[config.mk]
export PLATFORM = sky130hd
export DESIGN_NAME = seg_scan_flat
export DESIGN_NICKNAME = d
export VERILOG_FILES = /design/src/rtl/seg_pkg.sv /design/src/rtl/seg_scan_if.sv /design/src/rtl/seg_tick_gen.sv /design/src/rtl/seg_scan.sv /design/src/flat_wrapper.sv
export SDC_FILE = /design/constraint.sdc
export NUM_CORES = 1
export LEC_CHECK = 0
export ABC_AREA = 1
export ABC_CLOCK_PERIOD_IN_PS = 6000
export BUFFER_PORTS_ARGS = -buffer_cell sky130_fd_sc_hd__buf_2
export CORE_UTILIZATION = 55
export DETAILED_ROUTE_END_ITERATION = 12
export PLACE_DENSITY = 0.75
export SETUP_SLACK_MARGIN = 0.3
export SLEW_MARGIN = 0
export SYNTH_ARGS = -nofsm -noshare
export SYNTH_HDL_FRONTEND = slang
export SYNTH_HIERARCHICAL = 1
export SYNTH_SLANG_ARGS = --single-unit
[constraint.sdc]
create_clock -name clk -period 6 [get_ports clk]
set_clock_uncertainty 0.2 [all_clocks]
set_input_delay 1.2 -clock clk [delete_from_list [all_inputs] [get_ports clk]]
set_output_delay 1.2 -clock clk [all_outputs]
set_load 0.02 [all_outputs]
[src/rtl/seg_pkg.sv]
// Shared constants, index-width helper and slot-phase type for the 7-segment scanner.
package seg_pkg;

  localparam int unsigned MAX_DIGITS = 8;

  // Anode enables and decimal point are active-low.
  localparam logic [MAX_DIGITS-1:0] ALL_OFF = '1;
  localparam logic                  SEL_ON  = 1'b0;
  localparam logic                  DP_OFF  = 1'b1;

  typedef enum logic {
    PH_BLANK,
    PH_LIT
  } phase_e;

  function automatic int unsigned idx_width(input int unsigned n);
    return (n > 1) ? $clog2(n) : 1;
  endfunction

endpackage

[src/rtl/seg_scan_if.sv]
// Host-side load port and display-side scan outputs of the seg_scan block.
interface seg_scan_if #(
  parameter int unsigned NUM_DIGITS = 4
);
  logic [4*NUM_DIGITS-1:0] value_in;
  logic [NUM_DIGITS-1:0]   dp_in;
  logic                    load;
  logic [3:0]              digit_nibble;
  logic [NUM_DIGITS-1:0]   digit_sel;
  logic                    dp_n;
  logic                    frame_done;
  logic                    load_ack;

  modport master (
    output value_in, dp_in, load,
    input  digit_nibble, digit_sel, dp_n, frame_done, load_ack
  );

  modport slave (
    input  value_in, dp_in, load,
    output digit_nibble, digit_sel, dp_n, frame_done, load_ack
  );
endinterface

[src/rtl/seg_tick_gen.sv]
// Slot prescaler: counts 0..REFRESH_DIV-1 and flags the last cycle of each slot.
module seg_tick_gen
  import seg_pkg::*;
#(
  parameter int unsigned REFRESH_DIV = 50000,
  parameter int unsigned CNT_W       = 16
) (
  input  logic             clk,
  input  logic             rst_n,
  output logic [CNT_W-1:0] cnt,
  output logic             slot_end
);

  logic [CNT_W-1:0] cnt_q, cnt_d;

  always_comb begin
    slot_end = (cnt_q == CNT_W'(REFRESH_DIV - 1));
    cnt_d    = slot_end ? '0 : cnt_q + 1'b1;
  end

  always_ff @(posedge clk or negedge rst_n) begin
    if (!rst_n) cnt_q <= '0;
    else        cnt_q <= cnt_d;
  end

  assign cnt = cnt_q;

endmodule

[src/rtl/seg_scan.sv]
// Time-multiplexed common-anode 7-segment scanner with frame-aligned word commit,
// inter-digit blanking and optional leading-zero suppression.
module seg_scan
  import seg_pkg::*;
#(
  parameter int unsigned NUM_DIGITS   = 4,
  parameter int unsigned REFRESH_DIV  = 50000,
  parameter int unsigned BLANK_CYCLES = 500,
  parameter int unsigned BLANK_LZ     = 1
) (
  input  logic           clk,
  input  logic           rst_n,
  seg_scan_if.slave      bus
);

  localparam int unsigned IDX_W = idx_width(NUM_DIGITS);
  localparam int unsigned CNT_W = idx_width(REFRESH_DIV);
  localparam int unsigned W_W   = 4 * NUM_DIGITS;

  logic [CNT_W-1:0] cnt;
  logic             slot_end;

  seg_tick_gen #(
    .REFRESH_DIV (REFRESH_DIV),
    .CNT_W       (CNT_W)
  ) u_tick (
    .clk      (clk),
    .rst_n    (rst_n),
    .cnt      (cnt),
    .slot_end (slot_end)
  );

  logic [IDX_W-1:0]      idx_q, idx_d;
  logic [W_W-1:0]        pend_q, pend_d, disp_q, disp_d;
  logic [NUM_DIGITS-1:0] pend_dp_q, pend_dp_d, disp_dp_q, disp_dp_d;
  logic                  pend_vld_q, pend_vld_d;
  logic [NUM_DIGITS-1:0] sel_q, sel_d;
  logic [3:0]            nib_q, nib_d;
  logic                  dp_n_q, dp_n_d;
  logic                  fd_q, fd_d;
  logic                  ack_q, ack_d;

  logic                  wrap, commit, upper_nz;
  logic [NUM_DIGITS-1:0] lz_sup;
  phase_e                phase;

  always_comb begin
    phase  = (cnt < CNT_W'(BLANK_CYCLES)) ? PH_BLANK : PH_LIT;
    wrap   = slot_end && (idx_q == IDX_W'(NUM_DIGITS - 1));
    commit = wrap && pend_vld_q;

    idx_d = idx_q;
    if (slot_end) idx_d = wrap ? '0 : idx_q + 1'b1;

    // Commit reads the pending word as it stood before this cycle; a load in the
    // same cycle refills pending and keeps it valid for the next wrap.
    pend_d     = pend_q;
    pend_dp_d  = pend_dp_q;
    pend_vld_d = pend_vld_q;
    disp_d     = disp_q;
    disp_dp_d  = disp_dp_q;
    if (commit) begin
      disp_d     = pend_q;
      disp_dp_d  = pend_dp_q;
      pend_vld_d = 1'b0;
    end
    if (bus.load) begin
      pend_d     = bus.value_in;
      pend_dp_d  = bus.dp_in;
      pend_vld_d = 1'b1;
    end

    // Digit i>0 is a leading zero when it and every higher nibble are zero.
    upper_nz = 1'b0;
    lz_sup   = '0;
    for (int unsigned k = 0; k < NUM_DIGITS; k++) begin
      upper_nz = upper_nz || (disp_q[4*(NUM_DIGITS-1-k) +: 4] != 4'h0);
      lz_sup[NUM_DIGITS-1-k] = (k != NUM_DIGITS - 1) && !upper_nz;
    end

    sel_d  = ALL_OFF[NUM_DIGITS-1:0];
    nib_d  = '0;
    dp_n_d = DP_OFF;
    for (int unsigned i = 0; i < NUM_DIGITS; i++) begin
      if (idx_q == IDX_W'(i)) begin
        nib_d = disp_q[4*i +: 4];
        if (phase == PH_LIT && !(BLANK_LZ != 0 && lz_sup[i])) begin
          sel_d[i] = SEL_ON;
          dp_n_d   = ~disp_dp_q[i];
        end
      end
    end

    fd_d  = wrap;
    ack_d = commit;
  end

  always_ff @(posedge clk or negedge rst_n) begin
    if (!rst_n) begin
      idx_q      <= '0;
      pend_q     <= '0;
      pend_dp_q  <= '0;
      pend_vld_q <= 1'b0;
      disp_q     <= '0;
      disp_dp_q  <= '0;
      sel_q      <= ALL_OFF[NUM_DIGITS-1:0];
      nib_q      <= '0;
      dp_n_q     <= DP_OFF;
      fd_q       <= 1'b0;
      ack_q      <= 1'b0;
    end else begin
      idx_q      <= idx_d;
      pend_q     <= pend_d;
      pend_dp_q  <= pend_dp_d;
      pend_vld_q <= pend_vld_d;
      disp_q     <= disp_d;
      disp_dp_q  <= disp_dp_d;
      sel_q      <= sel_d;
      nib_q      <= nib_d;
      dp_n_q     <= dp_n_d;
      fd_q       <= fd_d;
      ack_q      <= ack_d;
    end
  end

  assign bus.digit_sel    = sel_q;
  assign bus.digit_nibble = nib_q;
  assign bus.dp_n         = dp_n_q;
  assign bus.frame_done   = fd_q;
  assign bus.load_ack     = ack_q;

endmodule

[src/flat_wrapper.sv]
// flat-port wrapper written by rule: the top's interface ports become plain ports
module seg_scan_flat import seg_pkg::*;
#(
  parameter int unsigned NUM_DIGITS   = 4,
  parameter int unsigned REFRESH_DIV  = 50000,
  parameter int unsigned BLANK_CYCLES = 500,
  parameter int unsigned BLANK_LZ     = 1
)
  (clk, rst_n, bus_value_in, bus_dp_in, bus_load, bus_digit_nibble, bus_digit_sel, bus_dp_n, bus_frame_done, bus_load_ack);
  seg_scan_if #(.NUM_DIGITS(NUM_DIGITS)) bus_i ();
  input  logic clk;
  input  logic rst_n;
  input wire logic [$bits(bus_i.value_in)-1:0] bus_value_in;
  input wire logic [$bits(bus_i.dp_in)-1:0] bus_dp_in;
  input wire logic [$bits(bus_i.load)-1:0] bus_load;
  output wire logic [$bits(bus_i.digit_nibble)-1:0] bus_digit_nibble;
  output wire logic [$bits(bus_i.digit_sel)-1:0] bus_digit_sel;
  output wire logic [$bits(bus_i.dp_n)-1:0] bus_dp_n;
  output wire logic [$bits(bus_i.frame_done)-1:0] bus_frame_done;
  output wire logic [$bits(bus_i.load_ack)-1:0] bus_load_ack;
  assign bus_i.value_in = bus_value_in;
  assign bus_i.dp_in = bus_dp_in;
  assign bus_i.load = bus_load;
  assign bus_digit_nibble = bus_i.digit_nibble;
  assign bus_digit_sel = bus_i.digit_sel;
  assign bus_dp_n = bus_i.dp_n;
  assign bus_frame_done = bus_i.frame_done;
  assign bus_load_ack = bus_i.load_ack;
  seg_scan #(.NUM_DIGITS(NUM_DIGITS), .REFRESH_DIV(REFRESH_DIV), .BLANK_CYCLES(BLANK_CYCLES), .BLANK_LZ(BLANK_LZ)) u_core (.clk(clk), .rst_n(rst_n), .bus(bus_i));
endmodule
==> qor.yml, run 1 <==
power:
  p_leak_nw: 1.87
  switching_power_w: 0.000203
  p_clk_frac: 0.437
  power.internal_w: 0.000730
  ir_drop_v: 0.000198
  p_comb_frac: 0.040
  power_density_nw_per_um2: 258
  seq_power_share: 0.523
  p_sw_frac: 0.217
  power_w: 0.000933
yosys:
  syn-instance-count: 357
  synth-xor-area-share: 0.0137
  ys_ff_latch: 70
  synthMuxAreaShare: 0.0141
  synth_top_family_by_area: "simple AND/OR/NAND/NOR gates"
  ys_seq_area_frac: 0.550
  avgSynthCellArea_sq_um: 8.96
  synth_top_area_frac: 0.509
  post_synth_num_cell_types: 31
  synth_area_leaders: "dfrtp_1 (51%), nand2_1 (10%), inv_1 (5.8%)"
  synth_fa_ha_area_frac: 0.0196
  synth-compound-area-share: 0.113
  synth_top_cell_by_area: "dfrtp_1"
  ys_warn_count: 6
  synth_area_sq_um: 3200
  syn-num-nets: 385
  yosys.area_share.simple: 0.211
critical_path:
  worst-r2r-setup-slack_ns: 3.77
  end_kind: "primary output"
  rr_startpoint: "u_core/u_tick/cnt[0]"
  crit_slowest_cell: "dfstp_2"
  cp-endpoint: "bus_dp_n"
  required_ns: 4.60
  reg2regPathDepth: 10
  startpoint_type: "flip-flop"
  path_max_fanout: 1
  crit_chain: "buf_2"
  cp-startpoint: "u_core/bus.dp_n"
  crit_type: "reg -> out"
  critPathArrivalTime_ns: 1.01
  crit_family: "flip-flops"
  cp_slowest_stage_delay_ns: 0.53
  path_buf_inv: 1
  worstReg2RegEnd: "u_core/disp_q[14]"
  cp_num_cells: 1
global_routing:
  grt_antenna_before_repair: 0
  grt_pass1_wl_microns: 10100
  track_usage: 0.218
  grt_max_degree: 71
  grt-ovfl-total: 0
  grt_pass1_vias: 2268
floorplan:
  num_rows: 27
  dieArea_sq_um: 6120
  start_util: 0.577
  core_sq_um: 5540
  ios: 34
  die_y_microns: 78.3
  die_w_microns: 78.3
detailed_routing:
  ant_nets: 0
  dr.pass1.iters: 4
  drt_iter0_drc: 145
  wirelength_microns: 5870
  wire_per_inst_microns: 12.5
  via_count: 2352
  post_drt_via_cell_ratio: 4.99
  drc: 0
clocking:
  clock_path_buffers: 2
  h-tree-depth: 3
  cts_buffers: 9
  cts_resized: 0
  clock_latency_ns: 0.34
  clockRootBuffer: "clkbuf_8"
  cts_tree: "built"
  clk_pin_slew_ns: 0.07
  cts_sinks: 70
  ctsHoldBuffers: 0
  postCtsSetupBuffers: 0
sta:
  post-route-min-period_ns: 2.41
  fin_hold_ws_ns: 0.294
  slew_headroom: 0.430
  worst_slew_pin_slew_ns: 0.855
  fin_crit_sh: 0.402
  layout_setup_ws_ns: 3.59
  fmax_ghz: 0.414
  finalSetupViolCount: 0
  final_max_slew_viol_count: 0
  rsz0062_at_grt: "false"
  finalHoldViolations: 0
  setup_tns_ns: 0
worst_hold_path:
  hp-class: "reg -> reg"
  hold_depth: 2
  min_from: "u_core/pend_dp_q[0]"
place:
  finalWeightedCongestion: 0.825
  port_buffers: 33
  dp_slack_ns: 3.60
  dp_cells: 455
  hpwl_microns: 4020
cells_and_area:
  fillers: 462
  register_area_sq_um: 1760
  syn_to_final_growth_pct: 13.1
  drive_gt1_frac: 0.216
  nets: 422
  antenna_cells: 0
  multi_input_area_sq_um: 1190
  stdcell_count: 471
status:
  status: "complete, no violations"
job:
  max_cap_viol_count: 0
==> through the flow <==
| stage | util | instance area [sq um] |
|---|---|---|
| detailed placement | 0.614 | 3400 |
| CTS | 0.653 | 3620 |
| global placement | 0.614 | 3400 |
| finish | 0.653 | 3620 |
| floorplan | - | 3200 |
| global route | 0.653 | 3620 |
==> power by group through the flow <==
stage | logic [W] | clock network [W] | registers, W
2_1_floorplan | 0.0000179 | 0 | 0.000496
3_3_place_gp | 0.0000362 | 0 | 0.000496
3_5_place_dp | 0.0000379 | 0 | 0.000497
4_1_cts | 0.0000383 | 0.000418 | 0.000488
5_1_grt | 0.0000432 | 0.000434 | 0.000489
6_report | 0.0000370 | 0.000408 | 0.000488
==> synth_stat cells, drive strengths merged <==
| library cell | n |
|---|---|
| nand2 | 93 |
| dfrtp | 65 |
| inv | 51 |
| o21ai | 49 |
| nor2 | 41 |
| nand3 | 15 |
| buf | 6 |
| dfstp | 5 |
| ha | 5 |
| xor2 | 5 |
| a21oi | 4 |
| mux2 | 4 |
| nor3 | 4 |
| nand4 | 3 |
| clkbuf | 2 |
| o211ai | 2 |
| a31oi | 1 |
| nand3b | 1 |
| o21bai | 1 |
==> worst min-delay path by stage <==
stage / endpoint / slack (ns)
CTS: u_core/disp_dp_q[0] / 0.30
detailed placement: u_core/disp_dp_q[1] / 0.28
floorplan: u_core/disp_dp_q[0] / 0.25
finish: u_core/disp_dp_q[0] / 0.29
global placement: u_core/disp_dp_q[0] / 0.26
global route: u_core/disp_dp_q[1] / 0.33
==> cell families (layout without fill, tap and decap cells) <==
logic type                 Yosys count  in the layout
buffers and inverters               59            101
muxes                                4              4
AOI/OAI and AO/OA                   57             57
DFF                                 70             70
and+or+nand+nor                    157            157
adders and majority gates            5              5
xor gates and xnor gates             5              5
==> routing by layer <==
layer | track usage | share of wire
met4 | 0.111 | 0.017
met3 | 0.0535 | 0.035
met1 | 0.269 | 0.46
met5 | 0 | 0
met2 | 0.356 | 0.49
==> placed cells by master, fill, tap and decap left out, drive strengths merged, types with 2 or more instances in the layout <==
cell     n
nor2    41
clkbuf  10
nor3     4
nand3   15
o211ai   2
buf     34
clkinv   2
a21oi    4
o21ai   49
dfrtp   65
bufinv   2
inv     52
nand4    3
mux2     4
dfstp    5
ha       5
xor2     5
nand2   93
==> state kept, by name, indices dropped and copies added, names as in the netlist, 2 cells and up <==
signal                   count
u_core/bus.digit_nibble      4
u_core/pend_dp_q             4
u_core/disp_q               16
u_core/disp_dp_q             4
u_core/idx_q                 2
u_core/bus.digit_sel         4
u_core/pend_q               16
u_core/u_tick/cnt           16
==> area by class of cell <==
| type | instances | area share |
|---|---|---|
| Clock buffer | 10 | 0.0353 |
| Sequential cell | 70 | 0.486 |
| Clock inverter | 6 | 0.0239 |
| Inverter | 51 | 0.0536 |
| Tap cell | 72 | 0.0249 |
| Multi-Input combinational cell | 228 | 0.328 |
| Timing Repair Buffer | 34 | 0.0478 |
(Power assumes the default switching activity.)
==> run 2: changes to the inputs <==
--- a/config.mk
+++ b/config.mk
@@ -6,7 +6,7 @@
 export NUM_CORES = 1
 export LEC_CHECK = 0
 export ABC_AREA = 1
-export ABC_CLOCK_PERIOD_IN_PS = 6000
+export ABC_CLOCK_PERIOD_IN_PS = 2400
 export BUFFER_PORTS_ARGS = -buffer_cell sky130_fd_sc_hd__buf_2
 export CORE_UTILIZATION = 55
 export DETAILED_ROUTE_END_ITERATION = 12
==> constraint.sdc (replaced) <==
create_clock -name clk -period 2.4 [get_ports clk]
set_clock_uncertainty 0.2 [all_clocks]
set_input_delay 0.48 -clock clk [delete_from_list [all_inputs] [get_ports clk]]
set_output_delay 0.48 -clock clk [all_outputs]
set_load 0.02 [all_outputs]
==> qor.yml, run 2 (synthesis results as in run 1) <==
status:
  status: "complete, no violations"
critical_path:
  critPathArrivalTime_ns: 1.99  # +0.98 ns
  crit_family: "simple AND/OR/NAND/NOR gates"
  worst-r2r-setup-slack_ns: 0.43  # -3.34 ns
  crit_chain: "ha_2 > nand3_4 > nor2_2 > nand2_2 > clkinv_4 > nand2_4 > nor2_8 > inv_6 > nand2_1 > o21ai_2"
  cp_slowest_stage_delay_ns: 0.40  # -0.13 ns
  crit_type: "reg -> reg"
  end_kind: "flip-flop"
  crit_slowest_cell: "dfrtp_1"
  required_ns: 2.42  # -2.18 ns
  startpoint_type: "flip-flop"
  path_buf_inv: 2  # +1
  path_max_fanout: 32  # +31
detailed_routing:
  wirelength_microns: 5650  # -3.7%
  ant_nets: 0  # unchanged
  via_count: 2298  # -2.3%
  drc: 0  # unchanged
  post_drt_via_cell_ratio: 4.85  # -2.9%
  wire_per_inst_microns: 11.9  # -4.3%
  dr.pass1.iters: 4  # unchanged
  drt_iter0_drc: 104  # -28%
sta:
  setup_tns_ns: 0  # unchanged
  final_max_slew_viol_count: 0  # unchanged
  post-route-min-period_ns: 1.97
  worst_slew_pin_slew_ns: 0.564  # -0.290 ns
  slew_headroom: 0.624  # +0.194
  fin_crit_sh: 0.821
  finalSetupViolCount: 0  # unchanged
  finalHoldViolations: 0  # unchanged
  fin_hold_ws_ns: 0.142  # -0.152 ns
  fmax_ghz: 0.507
  rsz0062_at_grt: "false"
  layout_setup_ws_ns: 0.429  # -3.16 ns
power:
  power_density_nw_per_um2: 640  # +150%
  p_sw_frac: 0.210  # -0.00686
  p_leak_nw: 1.89  # +1.2%
  seq_power_share: 0.517  # -0.006
  switching_power_w: 0.000496  # +140%
  p_comb_frac: 0.041  # about the same
  ir_drop_v: 0.000398  # +100%
  power.internal_w: 0.00186  # +150%
  p_clk_frac: 0.442  # +0.005
cells_and_area:
  fin_util: 0.665  # +0.0124
  layout_commonest_cell: "nand2_1"
  final_cell_mix: "nand2_1 (88), dfrtp_1 (64), inv_1 (49)"
  syn_to_final_growth_pct: 15.2
  fin_area_sq_um: 3680  # +1.9%
  drive_gt1_frac: 0.226  # +0.0108
  antenna_cells: 0  # unchanged
  nets: 425  # +0.71%
global_routing:
  track_usage: 0.209  # -0.00943
  grt_pass1_wl_microns: 9650  # -4.8%
  grt_antenna_before_repair: 0  # unchanged
  grt-ovfl-total: 0  # unchanged
  grt_pass1_vias: 2146  # -5.4%
  grt_max_degree: 71  # unchanged
place:
  place_area_sq_um: 3410  # +0.37%
  hpwl_microns: 3980  # -1.2%
  finalWeightedCongestion: 0.860  # +4.2%
  port_buffers: 33  # unchanged
  dp_slack_ns: 0.257  # -3.35 ns
floorplan:
  num_rows: 27  # unchanged
  ios: 34  # unchanged
  die_w_microns: 78.3  # unchanged
  die_y_microns: 78.3  # unchanged
  core_sq_um: 5540  # unchanged
  dieArea_sq_um: 6120  # unchanged
  start_util: 0.577  # unchanged
clocking:
  h-tree-depth: 3  # unchanged
  cts_buffers: 9  # unchanged
  cts_tree: "built"
  clk_pin_slew_ns: 0.08  # about the same
  clock_path_buffers: 2  # unchanged
  cts_sinks: 70  # unchanged
  clock_latency_ns: 0.34  # about the same
  clockRootBuffer: "clkbuf_8"
worst_hold_path:
  hp-class: "in -> reg"
job:
  max_cap_viol_count: 0  # unchanged
-- run 2: routing by layer --
metal | wire length (microns) | share of wire | vias to the layer above | global-route usage
li1 | - | - | 1202 | -
met1 | 2720 | 0.48 | 1046 | 0.278
met2 | 2680 | 0.47 | 43 | 0.323
met3 | 193 | 0.034 | 7 | 0.0488
met4 | 60 | 0.011 | 0 | 0.100
met5 | 0 | 0 | - | 0
-- run 2: final timing paths --
check	from	endpoint	cells after the start
max in group asynchronous	rst_n	u_core/bus.digit_sel[3]	3
min reg2reg	u_core/pend_dp_q[3]	u_core/disp_dp_q[3]	2
min in group asynchronous	rst_n	u_core/u_tick/cnt[7]	3
min	bus_value_in[14]	u_core/pend_q[14]	3
max	u_core/u_tick/cnt[0]	u_core/disp_q[11]	10
max reg2reg	u_core/u_tick/cnt[0]	u_core/disp_q[11]	10
-- run 2: layout make-up --
cell class	count	area, sq um
Fill cell	480	1860
Clock buffer	11	141
Clock inverter	5	82.6
Tap cell	72	90.1
Timing Repair Buffer	37	210
Inverter	51	201
Sequential cell	70	1760
Multi-Input combinational cell	228	1200
-- run 2: power groups by stage --
| stage | Combinational, W | Clock [W] | Sequential [W] |
|---|---|---|---|
| floorplan | 0.0000448 | 0 | 0.00124 |
| global placement | 0.0000932 | 0 | 0.00124 |
| detailed placement | 0.0000970 | 0 | 0.00124 |
| CTS | 0.0000984 | 0.00107 | 0.00122 |
| global route | 0.000114 | 0.00111 | 0.00122 |
| finish | 0.0000956 | 0.00104 | 0.00122 |
-- run 2: worst register-to-register path, delay by kind of cell, from the launching register on --
kind	cells	cell delay, ns
AOI/OAI and AO/OA	1	0.05
adders and majority gates	1	0.24
buffers and inverters	2	0.23
DFF	1	0.40
and+or+nand+nor	6	0.74
-- run 2: what timing repair did --
item / 4_1_cts / 5_1_grt
pin swaps: 0 / 1
endpoints found under the setup margin: 16 / 16
endpoints found under the hold margin: 65 / 0
setup buffers: 0 / 2
hold buffers: 1 / 0
resized for setup: 2 / 5
-- run 2: stage by stage --
step / total power, W / instances
after floorplan: 0.00128 / 357
after global placement: 0.00133 / 455
after detailed placement: 0.00134 / 455
after CTS: 0.00239 / 472
after global routing: 0.00245 / 474
final: 0.00236 / 474
==> run 3: changes to the inputs <==
--- a/config.mk
+++ b/config.mk
@@ -6,7 +6,7 @@
 export NUM_CORES = 1
 export LEC_CHECK = 0
 export ABC_AREA = 1
-export ABC_CLOCK_PERIOD_IN_PS = 2400
+export ABC_CLOCK_PERIOD_IN_PS = 1930
 export BUFFER_PORTS_ARGS = -buffer_cell sky130_fd_sc_hd__buf_2
 export CORE_UTILIZATION = 55
 export DETAILED_ROUTE_END_ITERATION = 12
==> constraint.sdc (replaced) <==
create_clock -name clk -period 1.93 [get_ports clk]
set_clock_uncertainty 0.2 [all_clocks]
set_input_delay 0.386 -clock clk [delete_from_list [all_inputs] [get_ports clk]]
set_output_delay 0.386 -clock clk [all_outputs]
set_load 0.02 [all_outputs]
==> qor.yml, run 3 (synthesis results as in run 1) <==
status:
  status: "complete, no violations"
clocking:
  clock_path_buffers: 2  # unchanged
  h-tree-depth: 3  # unchanged
  cts_sinks: 70  # unchanged
  cts_buffers: 9  # unchanged
  cts_tree: "built"
  clk_pin_slew_ns: 0.07  # about the same
  clock_latency_ns: 0.34  # about the same
  clockRootBuffer: "clkbuf_8"
global_routing:
  grt_pass1_wl_microns: 11300  # +17%
  grt_antenna_before_repair: 0  # unchanged
  grt-ovfl-total: 0  # unchanged
  track_usage: 0.244  # +0.0350
  grt_max_degree: 71  # unchanged
  grt_pass1_vias: 2498  # +16%
power:
  p_leak_nw: 2.04  # +7.7%
  switching_power_w: 0.000630  # +27%
  p_clk_frac: 0.407  # -0.035
  power_density_nw_per_um2: 691  # +8.1%
  seq_power_share: 0.549  # +0.032
  p_sw_frac: 0.227  # +0.0170
  p_comb_frac: 0.044  # +0.003
  ir_drop_v: 0.000469  # +18%
  power.internal_w: 0.00214  # +15%
place:
  dp_cells: 462  # +1.5%
  finalWeightedCongestion: 0.897  # +4.3%
  port_buffers: 33  # unchanged
  hpwl_microns: 4130  # +3.8%
critical_path:
  critPathArrivalTime_ns: 1.83  # -0.16 ns
  required_ns: 2.00  # -0.42 ns
  worst-r2r-setup-slack_ns: 0.17  # -0.26 ns
  end_kind: "flip-flop"
  cp_slowest_stage_delay_ns: 0.40  # about the same
  path_buf_inv: 3  # +1
  crit_family: "simple AND/OR/NAND/NOR gates"
  crit_type: "reg -> reg"
  startpoint_type: "flip-flop"
  crit_slowest_cell: "dfrtp_1"
  path_max_fanout: 5  # -84%
  crit_chain: "ha_4 > nand3_4 > nor2_2 > nand2_2 > inv_4 > nand2_4 > nor2_8 > buf_6 > buf_6 > nand2_2 > o21ai_1"
floorplan:
  start_util: 0.577  # unchanged
  core_sq_um: 5540  # unchanged
  num_rows: 27  # unchanged
  die_y_microns: 78.3  # unchanged
  die_w_microns: 78.3  # unchanged
  ios: 34  # unchanged
  dieArea_sq_um: 6120  # unchanged
cells_and_area:
  nets: 451  # +6.1%
  stdcell_count: 500  # +5.5%
  layout_commonest_cell: "nand2_1"
  drive_gt1_frac: 0.346  # +0.119
  final_cell_mix: "nand2_1 (70), dfrtp_1 (63), inv_1 (44)"
  antenna_cells: 0  # unchanged
  syn_to_final_growth_pct: 25.2
detailed_routing:
  highest_layer: "met4"
  drc: 0  # unchanged
  met2WireLength_microns: 3600  # +35%
  post_drt_via_cell_ratio: 5.10  # +5.3%
  wl_met1_microns: 2920  # +7.4%
  via_count: 2552  # +11%
  wire_per_inst_microns: 13.9  # +17%
  route.met3.wl_microns: 274  # +42%
  drt_iter0_drc: 221  # +110%
  ant_nets: 0  # unchanged
  dr.pass1.iters: 4  # unchanged
  wirelength_microns: 6970  # +23%
sta:
  worst_slew_pin_slew_ns: 0.357  # -0.207 ns
  finalSetupViolCount: 0  # unchanged
  post-route-min-period_ns: 1.76  # -0.207 ns
  fmax_ghz: 0.567  # +12%
  fin_hold_ws_ns: 0.0418  # -0.100 ns
  rsz0062_at_grt: "true"
  final_max_slew_viol_count: 0  # unchanged
  slew_headroom: 0.762  # +0.138
  finalHoldViolations: 0  # unchanged
  setup_tns_ns: 0  # unchanged
  fin_crit_sh: 0.914  # +0.0929
job:
  max_cap_viol_count: 0  # unchanged
worst_hold_path:
  hp-class: "in -> reg"
run 3: cell count changes in the layout (fill, tap and decap cells not counted), moves of 3 or more:
cell / delta
o21ai_0: -5
buf_4: +17
inv_2: +5
inv_1: -5
nand2_1: -18
nand2_2: +10
buf_6: +7
o21ai_1: +3
ha_1: -4
nand2_4: +8
run 3: final timing paths:
check / to / from / depth (start not counted)
setup / recovery: u_core/disp_q[4] / u_core/u_tick/cnt[0] / 11
hold / removal: u_core/pend_q[8] / bus_value_in[8] / 3
setup reg to reg: u_core/disp_q[4] / u_core/u_tick/cnt[0] / 11
hold reg to reg: u_core/disp_dp_q[3] / u_core/pend_dp_q[3] / 2
max in group asynchronous: u_core/bus.digit_sel[3] / rst_n / 3
min in group asynchronous: u_core/u_tick/cnt[13] / rst_n / 3
run 3: worst reg2reg max path, delay by kind of cell (launching register included):
| family | cells | cell delay, ns |
|---|---|---|
| AOI/OAI and AO/OA | 1 | 0.07 |
| adders and majority gates | 1 | 0.16 |
| buffers and inverters | 3 | 0.30 |
| DFF | 1 | 0.40 |
| and+or+nand+nor | 6 | 0.55 |
run 3: layout make-up:
cell class | instances | area [sq um]
multi-input cells | 228 | 1330
flip-flops and latches | 70 | 1760
fillers | 406 | 1540
well taps | 72 | 90.1
repair buffers | 61 | 417
repair inverters | 2 | 20.0
inverters | 51 | 206
clock inverters | 5 | 52.6
clock buffers | 11 | 131
run 3: what timing repair did:
action | in CTS | in global routing
hold buffers | 1 | 0
hold endpoints to repair | 65 | 0
resized for setup | 18 | 36
gates cloned | 3 | 0
buffers inserted | 12 | 6
pin swaps | 3 | 1
endpoints found under the setup margin | 24 | 32
run 3: stage by stage:
stage	cell area (sq um)	setup slack [ns]	utilization	total power (W)
global placement	3500	0.125	0.632	0.00166
floorplan	3240	0.130	-	0.00160
global route	4010	0.115	0.723	0.00287
CTS	3860	0.220	0.696	0.00278
finish	4010	0.166	0.723	0.00277
detailed placement	3500	0.0431	0.632	0.00167
run 3: layer usage:
metal | global-route usage | up-vias
met5 | 0 | -
met4 | 0.135 | 0
met3 | 0.0395 | 15
met2 | 0.398 | 63
met1 | 0.310 | 1216
li1 | - | 1258
run 3: power by group through the flow:
stage	logic (W)	registers, W	clock network [W]
global route	0.000142	0.00152	0.00121
finish	0.000122	0.00152	0.00113
detailed placement	0.000123	0.00154	0
floorplan	0.0000557	0.00154	0
global placement	0.000118	0.00154	0
CTS	0.000126	0.00152	0.00114
